==> config.mk <==
export PLATFORM = sky130hd
export DESIGN_NAME = instr_fifo
export DESIGN_NICKNAME = d
export VERILOG_FILES = /design/src/rtl/instr_fifo.sv
export SDC_FILE = /design/constraint.sdc
export NUM_CORES = 1
export LEC_CHECK = 0
export CORE_MARGIN = 10
export CORE_UTILIZATION = 45
export CTS_BUF_LIST = sky130_fd_sc_hd__clkbuf_16
export DETAILED_ROUTE_END_ITERATION = 12
export GPL_TIMING_DRIVEN = 1
export SLEW_MARGIN = 0
export SYNTH_ARGS = -nofsm -noshare
export SYNTH_HDL_FRONTEND = slang
export SYNTH_SLANG_ARGS = --single-unit
export TNS_END_PERCENT = 50
==> constraint.sdc <==
create_clock -name clk -period 5.73 [get_ports clk]
set_clock_uncertainty 0.1 [all_clocks]
set_input_delay 1.719 -clock clk [delete_from_list [all_inputs] [get_ports clk]]
set_output_delay 1.719 -clock clk [all_outputs]
set_load 0.03 [all_outputs]
==> src/rtl/instr_fifo.sv <==
// instr_fifo: show-ahead FIFO of display instruction words feeding the SPI
// instruction engine. A producer pushes with a valid/ready handshake and the
// engine pops one word per byte boundary using the serial-clock strobe.
//
// Handshake semantics:
//   write side - a word transfers on a rising clk edge when wrValid and
//   wrReady are both high. wrReady depends only on registered state (plus
//   reset/flush), never on rdStrobe, so a full FIFO refuses a push even in
//   a cycle where a pop also happens.
//   read side  - rdData/rdValid show the head word combinationally. A
//   rdStrobe pulse pops the head only while rdValid is high; a strobe on an
//   empty FIFO does nothing except set the sticky underrun flag.
module instr_fifo #(
  parameter int dataBits        = 10,
  parameter int depthBits       = 4,
  parameter int almostFullLevel = 12
) (
  input  logic                clk,
  input  logic                reset,
  input  logic                flush,
  input  logic [dataBits-1:0] wrData,
  input  logic                wrValid,
  output logic                wrReady,
  output logic [dataBits-1:0] rdData,
  output logic                rdValid,
  input  logic                rdStrobe,
  output logic [depthBits:0]  count,
  output logic                almostFull,
  output logic                overflow,
  output logic                underrun
);

  localparam int depth = 2 ** depthBits;

  logic [dataBits-1:0] mem [depth];
  logic [depthBits:0]  wr_ptr;
  logic [depthBits:0]  rd_ptr;
  logic                empty;
  logic                full;
  logic                push;
  logic                pop;

  // Occupancy, flags and handshake decode from the registered pointers.
  always_comb begin
    empty      = (wr_ptr == rd_ptr);
    full       = (wr_ptr[depthBits] != rd_ptr[depthBits]) &&
                 (wr_ptr[depthBits-1:0] == rd_ptr[depthBits-1:0]);
    count      = wr_ptr - rd_ptr;
    almostFull = (count >= (depthBits+1)'(almostFullLevel));
    wrReady    = !full && !reset && !flush;
    rdValid    = !empty;
    rdData     = mem[rd_ptr[depthBits-1:0]];
    push       = wrValid && wrReady;
    pop        = rdStrobe && rdValid && !reset && !flush;
  end

  // Pointers and sticky error flags; reset and flush clear identically and
  // discard any push or pop offered in the same cycle.
  always_ff @(posedge clk) begin
    if (reset || flush) begin
      wr_ptr   <= '0;
      rd_ptr   <= '0;
      overflow <= 1'b0;
      underrun <= 1'b0;
    end else begin
      if (push) wr_ptr <= wr_ptr + (depthBits+1)'(1);
      if (pop)  rd_ptr <= rd_ptr + (depthBits+1)'(1);
      if (wrValid && !wrReady) overflow <= 1'b1;
      if (rdStrobe && !rdValid) underrun <= 1'b1;
    end
  end

  // Storage write; contents are never cleared, only made unreachable.
  always_ff @(posedge clk) begin
    if (push) mem[wr_ptr[depthBits-1:0]] <= wrData;
  end

endmodule

==> results by stage, run 1 <==
Pwr:
- Internal power comes to around 2.1 mW.
- Combinational logic is responsible for 3.4% of the overall power.
- The worst vdd rail ir drop is approximately 220 uV.
- The areal power density over the cells is about 320 mW/mm^2.
- The switching portion of total power is roughly 20%.
- The net switching power is 525 uW.
- The analysis attributes to cell leakage a power of 2.57 nW.
- The clock network accounts for between 40% and 50% of the total power.
- Of the total power, registers draw 54.4%.

Yosys:
- After synthesis, flip-flops and latches occupy approximately three quarters of the total area.
- Summed over its instances, the top area cell type makes up 69.4% of the synthesized netlist area.
- The number of flops mapped to enable cells by yosys is 160.
- The mean area per synthesized cell is 19.0 um^2.
- The netlist uses 34 different library cells.
- In this run, synthesis produced a sequential element count of 176.
- The primary flip-flop cell chosen by synthesis mapping is sky130_fd_sc_hd__edfxtp_1.
- The count of warnings emitted by yosys is 0.
- The cell area after synthesis is 0.00692 mm^2.
- By area the synthesized netlist is led by sky130_fd_sc_hd__edfxtp_1 69%, sky130_fd_sc_hd__mux4_2 13%, sky130_fd_sc_hd__dfxtp_1 4.6%, sky130_fd_sc_hd__a22oi_1 2.2%, sky130_fd_sc_hd__nor2_1 1.7%.
- The cell count after synthesis is ~360.
- The biggest area contributor in the post-synthesis netlist is sky130_fd_sc_hd__edfxtp_1.
- The number of nets handed over by synthesis was 389.
- Counting flops with an async set or reset pin after synthesis yields a share of 0%.

Routing:
- The number of vias per cell after detailed routing is about 5.5.
- The top routing layer in use is met4.
- The detailed-route wire length on metal 1 is about 6300 um.
- Once detail routing completed, the nets flagged for antenna violations numbered 0.
- The final wirelength is roughly 14000 um.
- In the routed design, unresolved DRC markers number 0.
- The routed wire length per instance is 23.2 um.
- The pre-antenna-repair detailed-routing pass consisted of 5 iterations.
- The number of DRC violations after detailed-routing iteration 0 is around 260.
- The total length of routed met3 wires is roughly 730 um.
- Across all layers, the routed design uses 3405 vias.
- The wire length on met2 is roughly 7000 um.

Floorplanning:
- After floorplanning, the core was divided into between 40 and 50 placement rows.
- Measured along the y axis, the die boundary spans 144 um.
- Measured along the x axis, the die boundary spans between 100 and 150 um.
- The area of the die is just over 0.02 mm^2.
- The effective utilization at floorplan is a little under half.
- The top-level I/O count is 35.
- The placeable core region is 0.0151 mm^2.

STA:
- Setup violations remaining at the end of the flow were counted as 0.
- On the final layout, the worst hold slack is approximately 0.37 ns.
- The hold violation total from the final report is 0.
- The final critical-path share of the clock period is between 90% and 100%.
- The transition at the pin with the smallest max-transition slack is 1.16 ns.
- Setup repair after global routing left no endpoint under its margin.
- The headroom to the max-slew limit is a little under a quarter.
- The final-report max-slew violation count came to 0.
- The post-route minimum period is 5.22 ns.
- The achievable frequency is 192 MHz.
- For the final routed database, the setup TNS stands at 0 ns.

Cells and area:
- The number of antenna diodes in the final layout is 0.
- The layout filler cell count is around 1200.
- Leaving out fill and tap cells, the most frequent cell in the layout is sky130_fd_sc_hd__edfxtp_1.
- The post-layout utilization of the core is 53.5%.
- In the final design database the tool counted around 440 nets.
- The area of all sequential standard cells is roughly 0.0051 mm^2.
- Of the cells placed in the final design, the portion with a size suffix greater than 1 is between 20% and 30%.
- In the layout the commonest cells are 160 x sky130_fd_sc_hd__edfxtp_1, 40 x sky130_fd_sc_hd__mux4_2, 34 x sky130_fd_sc_hd__clkdlybuf4s50_1.
- The multi-input combinational cell area is around 0.0017 mm^2.
- The area growth from synthesis to layout is 16.9%.

CTS:
- The clock reaches the later pin of the worst-skew pair after ~0.43 ns.
- The hold buffer count at cts is 0.
- The post-CTS setup-driven buffer insertion count is 0.
- The CTS tree is built.
- Once the clock tree was built, the resizer swapped 0 gates to a different size.
- The CTS sink count is 176.
- The H-tree generated during clock tree synthesis spans 4 levels.
- The clock transition at the register clock pins on the worst setup and hold paths after CTS is approximately 0.060 ns.
- The master cell of the clock root buffer is sky130_fd_sc_hd__clkbuf_16.
- The CTS buffer count is 17.
- The clock passes through at most 2 buffers.

Setup path:
- Data on the critical path arrives at its endpoint at 3.40 ns.
- The worst setup path is captured at an output port.
- The reg-to-reg setup timing slack is roughly 2.8 ns.
- The type of the worst setup path is in2out.
- The worst register-to-register path has a depth of 6.
- The worst setup path is launched from a primary input.
- STA puts the critical path data required time at just under 4 ns.
- The maximum fanout count along the critical path is 16.

GRT:
- Entering global routing, the biggest net connects 28 pins.
- The initial antenna violation count is 0.
- The number of global-route vias before repair is around 3600.
- After global routing the overflow that remains totals 0.
- The first global-routing pass estimated approximately 22000 um of wire.
- The global routing usage summed across all routing layers is 14.9%.

Outcome:
- The run finished with clean final reports.

Place:
- The HPWL after detailed placement is 9280 um.
- The congestion estimate from routability-driven global placement came to 0.802.
- In this run the tool buffered the top-level ports with 34 buffer cells.

Worst hold path:
- The min-delay analysis places its worst path in the category reg2reg.
- The worst hold path stage count is 2.

Flow run:
- Max-cap violations in this run came to 0.
==> layout make-up <==
type	count	share of cell area (%)
Multi-Input combinational cell	166	21.1
Timing Repair Buffer	45	5.38
Clock inverter	12	0.757
Tap cell	188	2.91
Sequential cell	176	63.3
Inverter	7	0.325
Clock buffer	20	6.18
==> Yosys cell counts, drive strengths merged (4+ instances only) <==
master,instances
o21ai,5
xor2,5
nand2,15
mux4,40
clkbuf,8
inv,7
dfxtp,16
a22oi,20
nand3,6
or3,4
buf,7
xnor2,5
nor2,31
a21oi,6
edfxtp,160
ha,9
==> per-layer routing <==
| metal | global-route usage [%] | vias up |
|---|---|---|
| met5 | 0 | - |
| li1 | - | 1563 |
| met3 | 4.13 | 15 |
| met1 | 19.0 | 1735 |
| met4 | 5.80 | 0 |
| met2 | 23.8 | 92 |
==> cell families (layout without fill, tap and decap cells) <==
logic type / after synthesis / count (layout) / share of synthesized area [%]
compound gates: 38 / 38 / 3.92
xor+xnor: 10 / 10 / 1.37
fa+ha+maj: 10 / 10 / 1.92
buf+inv: 22 / 84 / 1.28
flops: 176 / 176 / 74.0
mux: 41 / 41 / 13.2
simple gates: 67 / 67 / 4.34
==> worst max-delay path, cell delays in order <==
cell and delay (ns):
sky130_fd_sc_hd__clkdlybuf4s50_1 0.41, sky130_fd_sc_hd__or2_2 0.44, sky130_fd_sc_hd__nor2_1 0.14, sky130_fd_sc_hd__clkdlybuf4s50_1 0.69
==> per-stage QoR <==
stage	setup slack [ns]	power, mW	area (um^2)	std cells
global route	0.402	2.66	8100	614
finish	0.510	2.59	8100	614
floorplan	1.14	1.48	6920	364
detailed placement	0.495	1.53	7530	582
global placement	0.510	1.52	7530	582
CTS	0.482	2.60	8100	614
==> state kept, by name, indices dropped and copies added (netlist names), named ones only <==
name	cells
underrun	1
overflow	1
mem	160
rd_ptr	5
wr_ptr	5
==> worst paths after layout <==
| check | startpoint | to |
|---|---|---|
| worst max-delay path | flush | wrReady |
| worst min register to register | overflow | overflow |
| worst min-delay path | overflow | overflow |
| worst max register to register | wr_ptr[0] | mem[6][9] |
==> power by group through the flow <==
stage	Combinational (mW)	Clock, mW	Sequential, mW
2_1_floorplan	0.0451	0	1.43
3_3_place_gp	0.0883	0	1.43
3_5_place_dp	0.0900	0	1.44
4_1_cts	0.0904	1.10	1.41
5_1_grt	0.0970	1.16	1.41
6_report	0.0891	1.09	1.41
Power figures use the tool's default switching activity.
==> run 2: changes to the inputs <==
CAP_MARGIN = 30   (was unset)
CTS_CLUSTER_SIZE = 20   (was unset)
==> run 2 against run 1 <==
Cell area grew 1.5%. Clock-buffer cell count up 1. Register-to-register slack better by 0.24 ns. Worst hold slack gained 0.0047 ns. Final cell count grew 1.6%. Die area did not move. Critical path type unchanged. Total power up 0.68%. First-iteration DRC count decreased by 0.39%.
==> results by stage, run 2 (synthesis gave the netlist of run 1 again) <==
Floorplanning:
- The die extent in x is 144 um (unchanged).
- The die span in y is 144 um (unchanged).
- The placeable core region is 0.0151 mm^2 (unchanged).
- The top-level I/O count came to 35 (unchanged).
- The number of cell rows is 45 (unchanged).
- The area of the die is 0.0207 mm^2 (unchanged).
- The effective utilization at floorplan is 45.7% (unchanged).

Routing:
- The total number of vias came to 3497 (+2.7%).
- The final wirelength is 14500 um (+1.8%).
- The number of DRC violations after detailed-routing iteration 0 was 255 (-0.39%).
- The routed wire length per instance came to 23.2 um (+0.15%).
- The count of antenna-violating nets left after detailed routing is 0 (unchanged).
- The number of detailed-route iterations in the first pass is 4 (-1).
- The number of vias per cell after detailed routing was 5.60 (+1.1%).
- The total DRC errors in the routed layout was 0 (unchanged).

CTS:
- The CTS buffer count is 17 (unchanged).
- TritonCTS built the clock tree.
- The post-cts resize count is 0 (unchanged).
- The clock transition at the register clock pins on the worst setup and hold paths after CTS is 0.06 ns (about the same).
- The worst-case clock buffer depth is 2 (unchanged).
- The CTS H-tree depth came to 4 (unchanged).
- The tree is rooted in a sky130_fd_sc_hd__clkbuf_16.
- The later-pin clock latency in the skew report came to 0.43 ns (about the same).
- The CTS sink count was 176 (unchanged).
- The hold buffer count at cts is 0 (unchanged).
- The post-CTS setup-driven buffer insertion count is 0 (unchanged).

STA:
- The post-route minimum period came to 5.21 ns (-0.0112 ns).
- The transition at the pin with the smallest max-transition slack came to 0.898 ns (-0.258 ns).
- The headroom to the max-slew limit is 40.0% (+17 points).
- The hold violation total from the final report is 0 (unchanged).
- The final-report max-slew violation count is 0 (unchanged).
- The final number of setup-violating endpoints was 0 (unchanged).
- Setup repair after global routing left no endpoint under its margin.
- The achievable frequency is 192 MHz (+0.22%).
- The final critical-path share of the clock period is 90.9% (-0.20 points).
- The smallest hold slack is 0.377 ns (+0.00468 ns).
- The setup TNS after final layout is 0 ns (unchanged).

Setup path:
- STA classifies the critical path startpoint as a primary input.
- The buffering stage count on the worst path with inverters included was 2 (unchanged).
- The largest incremental delay on the critical path is 0.69 ns (about the same).
- The most prevalent standard cell on the critical path is sky130_fd_sc_hd__clkdlybuf4s50_1.
- The critical path goes through clkdlybuf4s50_1 -> or2_2 -> nor2_1 -> clkdlybuf4s50_1.
- The maximum fanout count along the critical path is 16 (unchanged).
- The worst endpoint data arrival time came to 3.39 ns (about the same).
- The master of the slowest instance on the critical path is sky130_fd_sc_hd__clkdlybuf4s50_1.
- The type of the worst setup path is in2out.
- The critical path data required time was 3.91 ns (about the same).
- The critical path endpoint category is an output port.
- The gate family responsible for the most delay along the worst path is buffers and inverters.

GRT:
- The total global routing overflow was 0 (unchanged).
- The global-route wire length before repair is 22300 um (-0.21%).
- The initial antenna violation count is 0 (unchanged).
- The global routing usage summed across all routing layers is 15.0% (+0.045 points).
- The maximum number of pins on one net before global-route repair is 28 (unchanged).
- The number of global-route vias before repair came to 3740 (+2.5%).

Place:
- The instance count after placement with tap cells included is 592 (+1.7%).
- The detailed placer's ending HPWL is 9710 um (+4.6%).
- The number of I/O port buffers is 34 (unchanged).
- The final estimated routing congestion in global placement was 0.802 (unchanged).

Pwr:
- The areal power density over the cells was 317 mW/mm^2 (-0.80%).
- The worst vdd rail ir drop was 231 uV (+3.0%).
- The leakage component of the power is 2.64 nW (+2.6%).

Cells and area:
- The share of final-layout standard cells stronger than drive strength 1 came to 22.0% (+1.8 points).
- The final non-filler cell total is 624 (+1.6%).
- The count of antenna diodes in the layout came to 0 (unchanged).
- The number of nets in the layout was 448 (+2.3%).
- The synthesis-to-finish area growth is 18.7%.
- The top cell types in the final layout, fill and taps aside, are 160 x sky130_fd_sc_hd__edfxtp_1, 40 x sky130_fd_sc_hd__mux4_2, 34 x sky130_fd_sc_hd__clkdlybuf4s50_1.
- The commonest non-fill, non-tap cell in the layout is sky130_fd_sc_hd__edfxtp_1.
- The flip-flop count of the largest register, all copies and words added came to 160 (unchanged).

Worst hold path:
- The worst hold-check path type is reg2reg.

Outcome:
- The flow ran to the end, and the final reports show no timing, DRC or antenna violations.

Flow run:
- The max-cap check violation count came to 0 (unchanged).
==> run 2: cell count changes in the layout (fill, tap and decap cells not counted) <==
cell / delta
sky130_fd_sc_hd__buf_6: +7
sky130_fd_sc_hd__buf_4: +3
sky130_fd_sc_hd__clkbuf_16: +1
sky130_fd_sc_hd__clkinv_2: +1
sky130_fd_sc_hd__inv_2: -1
sky130_fd_sc_hd__inv_4: -1
==> run 2: path summary, 6_finish.rpt <==
| kind | endpoint | depth (start not counted) | startpoint | slack, ns |
|---|---|---|---|---|
| worst min register to register | overflow | 2 | overflow | 0.38 |
| worst min-delay path | overflow | 2 | overflow | 0.38 |
| worst max-delay path | wrReady | 4 | flush | 0.52 |
| worst max register to register | mem[6][2] | 7 | wr_ptr[0] | 3.03 |
==> run 2: cell type report <==
type / count / area [um^2]
Sequential cell: 176 / 5130
Tap cell: 188 / 235
Inverter: 7 / 26.3
Fill cell: 1168 / 6930
Clock buffer: 21 / 526
Timing Repair Buffer: 55 / 537
Clock inverter: 11 / 56.3
Multi-Input combinational cell: 166 / 1710
==> run 2: per-stage QoR <==
step                setup WS (ns)  utilization [%]  area, um^2  power, mW
floorplan                    1.14                -        6920       1.48
global placement            0.510             49.7        7530       1.52
detailed placement          0.491             50.4        7640       1.53
CTS                         0.496             54.3        8220       2.63
global route                0.436             54.3        8220       2.69
finish                      0.522             54.3        8220       2.61
==> run 2: routing by layer <==
layer	global-route usage, %	share of wire [%]
met1	18.3	43
met2	24.4	51
met3	4.59	4.8
met4	5.80	1.9
met5	0	0
==> run 2: tightest hold or removal path, delay by kind of cell (launching register included) <==
| family | cells | cell delay (ns) |
|---|---|---|
| AO/OA/AOI/OAI | 1 | 0.04 |
| AND/OR/NAND/NOR | 1 | 0.07 |
| flip-flops | 1 | 0.33 |
==> run 2: report_power, final <==
part | internal (mW) | leakage, nW | total, mW | switching [mW]
clock | 0.650 | 0.308 | 1.11 | 0.459
combinational | 0.0368 | 0.759 | 0.0898 | 0.0530
sequential | 1.40 | 1.57 | 1.41 | 0.00403
total | 2.09 | 2.64 | 2.61 | 0.516
==> run 3: changes to the inputs <==
CORE_MARGIN = 2   (was 10)
==> run 3 against run 2 <==
Die area shrank 21%. First-iteration DRC count grew 29%. Global-route usage up 2.9 points. Flip-flop and latch count is the same. Sequential share of layout area is 0.33 points lower. Cell area grew 0.53%. Worst setup slack got worse by 0.0020 ns. Wire length is 7.3% lower. Final cell count shrank 0.16%. Critical path depth unchanged.
==> results by stage, run 3 (synthesis gave the netlist of run 1 again) <==
Outcome:
- The run finished with clean final reports.

Routing:
- The total DRC errors in the routed layout is 0 (unchanged).
- The number of detailed-route iterations in the first pass was 6 (+2).
- The number of vias per cell after detailed routing is 5.57 (-0.53%).
- The routed wire length per instance was 21.5 um (-7.2%).
- The number of DRC violations after detailed-routing iteration 0 is 329 (+29%).
- The final wirelength is 13400 um (-7.3%).
- The total number of vias was 3473 (-0.69%).
- The count of antenna-violating nets left after detailed routing is 0 (unchanged).

GRT:
- The number of global-route vias before repair is 3602 (-3.7%).
- The initial antenna violation count was 0 (unchanged).
- The global-route wire length before repair is 20900 um (-6.4%).
- The maximum number of pins on one net before global-route repair is 41 (+46%).
- The met3 capacity usage during global routing is 3.46% (-1.1 points).
- The global routing usage summed across all routing layers came to 17.9% (+2.9 points).
- The met2 layer usage reported by global route is 28.6% (+4.1 points).
- The global routing stage identified its most utilized layer as met2.
- The total global routing overflow is 0 (unchanged).
- The met1 usage is 24.2% (+5.9 points).

Pwr:
- The areal power density over the cells is 323 mW/mm^2 (+2.0%).
- The total power after layout is 2.67 mW (+2.5%).
- The worst vdd rail ir drop is 181 uV (-22%).
- The leakage component of the power is 2.64 nW (+0.11%).

Setup path:
- The critical path data required time came to 3.91 ns (about the same).
- The type of the worst setup path is in2out.
- The reg-to-reg setup timing slack is 3.14 ns (+0.11 ns).
- The maximum fanout count along the critical path is 16 (unchanged).
- The worst endpoint data arrival time came to 3.39 ns (about the same).
- The number of cell instances on the worst register-to-register path is 7 (unchanged).
- STA classifies the critical path startpoint as a primary input.
- The source of the critical timing path is flush.
- The startpoint of the worst-slack reg-to-reg timing path is wr_ptr[0].
- The worst register-to-register path ends at mem[6][0].
- The critical path capture point is wrReady.
- The critical path endpoint category is an output port.

CTS:
- The CTS sink count is 176 (unchanged).
- The CTS tree is built.
- The later-pin clock latency in the skew report came to 0.42 ns (about the same).
- The hold buffer count at cts was 0 (unchanged).
- The CTS buffer count is 17 (unchanged).
- The post-CTS setup-driven buffer insertion count is 0 (unchanged).
- The root buffer cell chosen for the clock tree is sky130_fd_sc_hd__clkbuf_16.
- The worst-case clock buffer depth was 2 (unchanged).
- The CTS H-tree depth came to 4 (unchanged).
- The clock transition at the register clock pins on the worst setup and hold paths after CTS is 0.06 ns (about the same).
- The post-cts resize count is 0 (unchanged).

Cells and area:
- The post-layout utilization of the core is 54.5% (+0.29 points).
- The layout filler cell count is 1155 (-1.1%).
- The count of antenna diodes in the layout is 0 (unchanged).
- The final non-filler cell total is 623 (-0.16%).
- The flip-flop count of the largest register, all copies and words added is 160 (unchanged).
- In the layout the commonest cells are 160 x sky130_fd_sc_hd__edfxtp_1, 40 x sky130_fd_sc_hd__mux4_2, 34 x sky130_fd_sc_hd__clkdlybuf4s50_1.
- The number of nets in the layout is 447 (-0.22%).
- The share of final-layout standard cells stronger than drive strength 1 is 21.1% (-0.87 points).
- The synthesis-to-finish area growth is 19.3%.
- The library cell used most frequently in the layout, excluding fill and tap cells, is sky130_fd_sc_hd__edfxtp_1.

Floorplanning:
- The number of cell rows is 45 (unchanged).
- The area of the die was 0.0164 mm^2 (-21%).
- The die extent in x was 128 um (-11%).
- The placeable core region was 0.0151 mm^2 (unchanged).
- The top-level I/O count is 35 (unchanged).
- The effective utilization at floorplan came to 45.7% (unchanged).
- The die span in y is 128 um (-11%).

STA:
- The final critical-path share of the clock period was 90.9% (about the same).
- The setup TNS after final layout was 0 ns (unchanged).
- The transition at the pin with the smallest max-transition slack came to 1.00 ns (+0.107 ns).
- The final-report max-slew violation count is 0 (unchanged).
- Setup repair after global routing left no endpoint under its margin.
- The final number of setup-violating endpoints was 0 (unchanged).
- The headroom to the max-slew limit is 32.9% (-7.1 points).
- The achievable frequency came to 192 MHz (about the same).
- The post-route minimum period is 5.21 ns (+0.00199 ns).
- The hold violation total from the final report is 0 (unchanged).

Place:
- The number of I/O port buffers is 34 (unchanged).
- The detailed placer's ending HPWL is 8750 um (-9.9%).
- The instance count after placement with tap cells included is 591 (-0.17%).
- The final estimated routing congestion in global placement is 0.769 (-4.1%).

Worst hold path:
- The worst hold-check path type is reg2reg.
- The worst hold path stage count is 2 (unchanged).
- In this run the most critical hold path is launched from overflow.

Flow run:
- The max-cap check violation count is 0 (unchanged).
## run 3: routing by layer
| layer | wire length (um) | up-vias |
|---|---|---|
| li1 | - | 1583 |
| met1 | 6080 | 1800 |
| met2 | 6570 | 71 |
| met3 | 506 | 19 |
| met4 | 265 | 0 |
| met5 | 0 | - |
## run 3: per-stage QoR
stage / setup WS [ns] / instance area (um^2) / hold slack (ns)
after floorplan: 1.14 / 6920 / 0.386
after global placement: 0.531 / 7530 / 0.367
after detailed placement: 0.524 / 7640 / 0.363
after CTS: 0.513 / 8260 / 0.380
after global routing: 0.452 / 8260 / 0.441
final: 0.520 / 8260 / 0.378
## run 3: critical path: stages
cell	delay, ns
sky130_fd_sc_hd__clkdlybuf4s50_1	0.41
sky130_fd_sc_hd__or2_2	0.44
sky130_fd_sc_hd__nor2_1	0.14
sky130_fd_sc_hd__clkdlybuf4s50_1	0.68
## run 3: layout make-up
cell class	instances	area (um^2)	share of cell area, %
repair buffers	54	537	6.50
clock inverters	10	75.1	0.909
inverters	7	26.3	0.318
multi-input cells	166	1710	20.7
well taps	188	235	2.85
clock buffers	22	551	6.66
flip-flops and latches	176	5130	62.1
## run 3: report_power, final
group	switching, mW	internal, mW
Sequential	0.00325	1.40
Combinational	0.0527	0.0370
Clock	0.454	0.721
Total	0.510	2.16
## run 3: worst min path at each step
stage,endpoint,slack (ns)
after floorplan,register,0.39
after global placement,overflow,0.37
after detailed placement,underrun,0.36
after CTS,underrun,0.38
after global routing,underrun,0.44
final,overflow,0.38
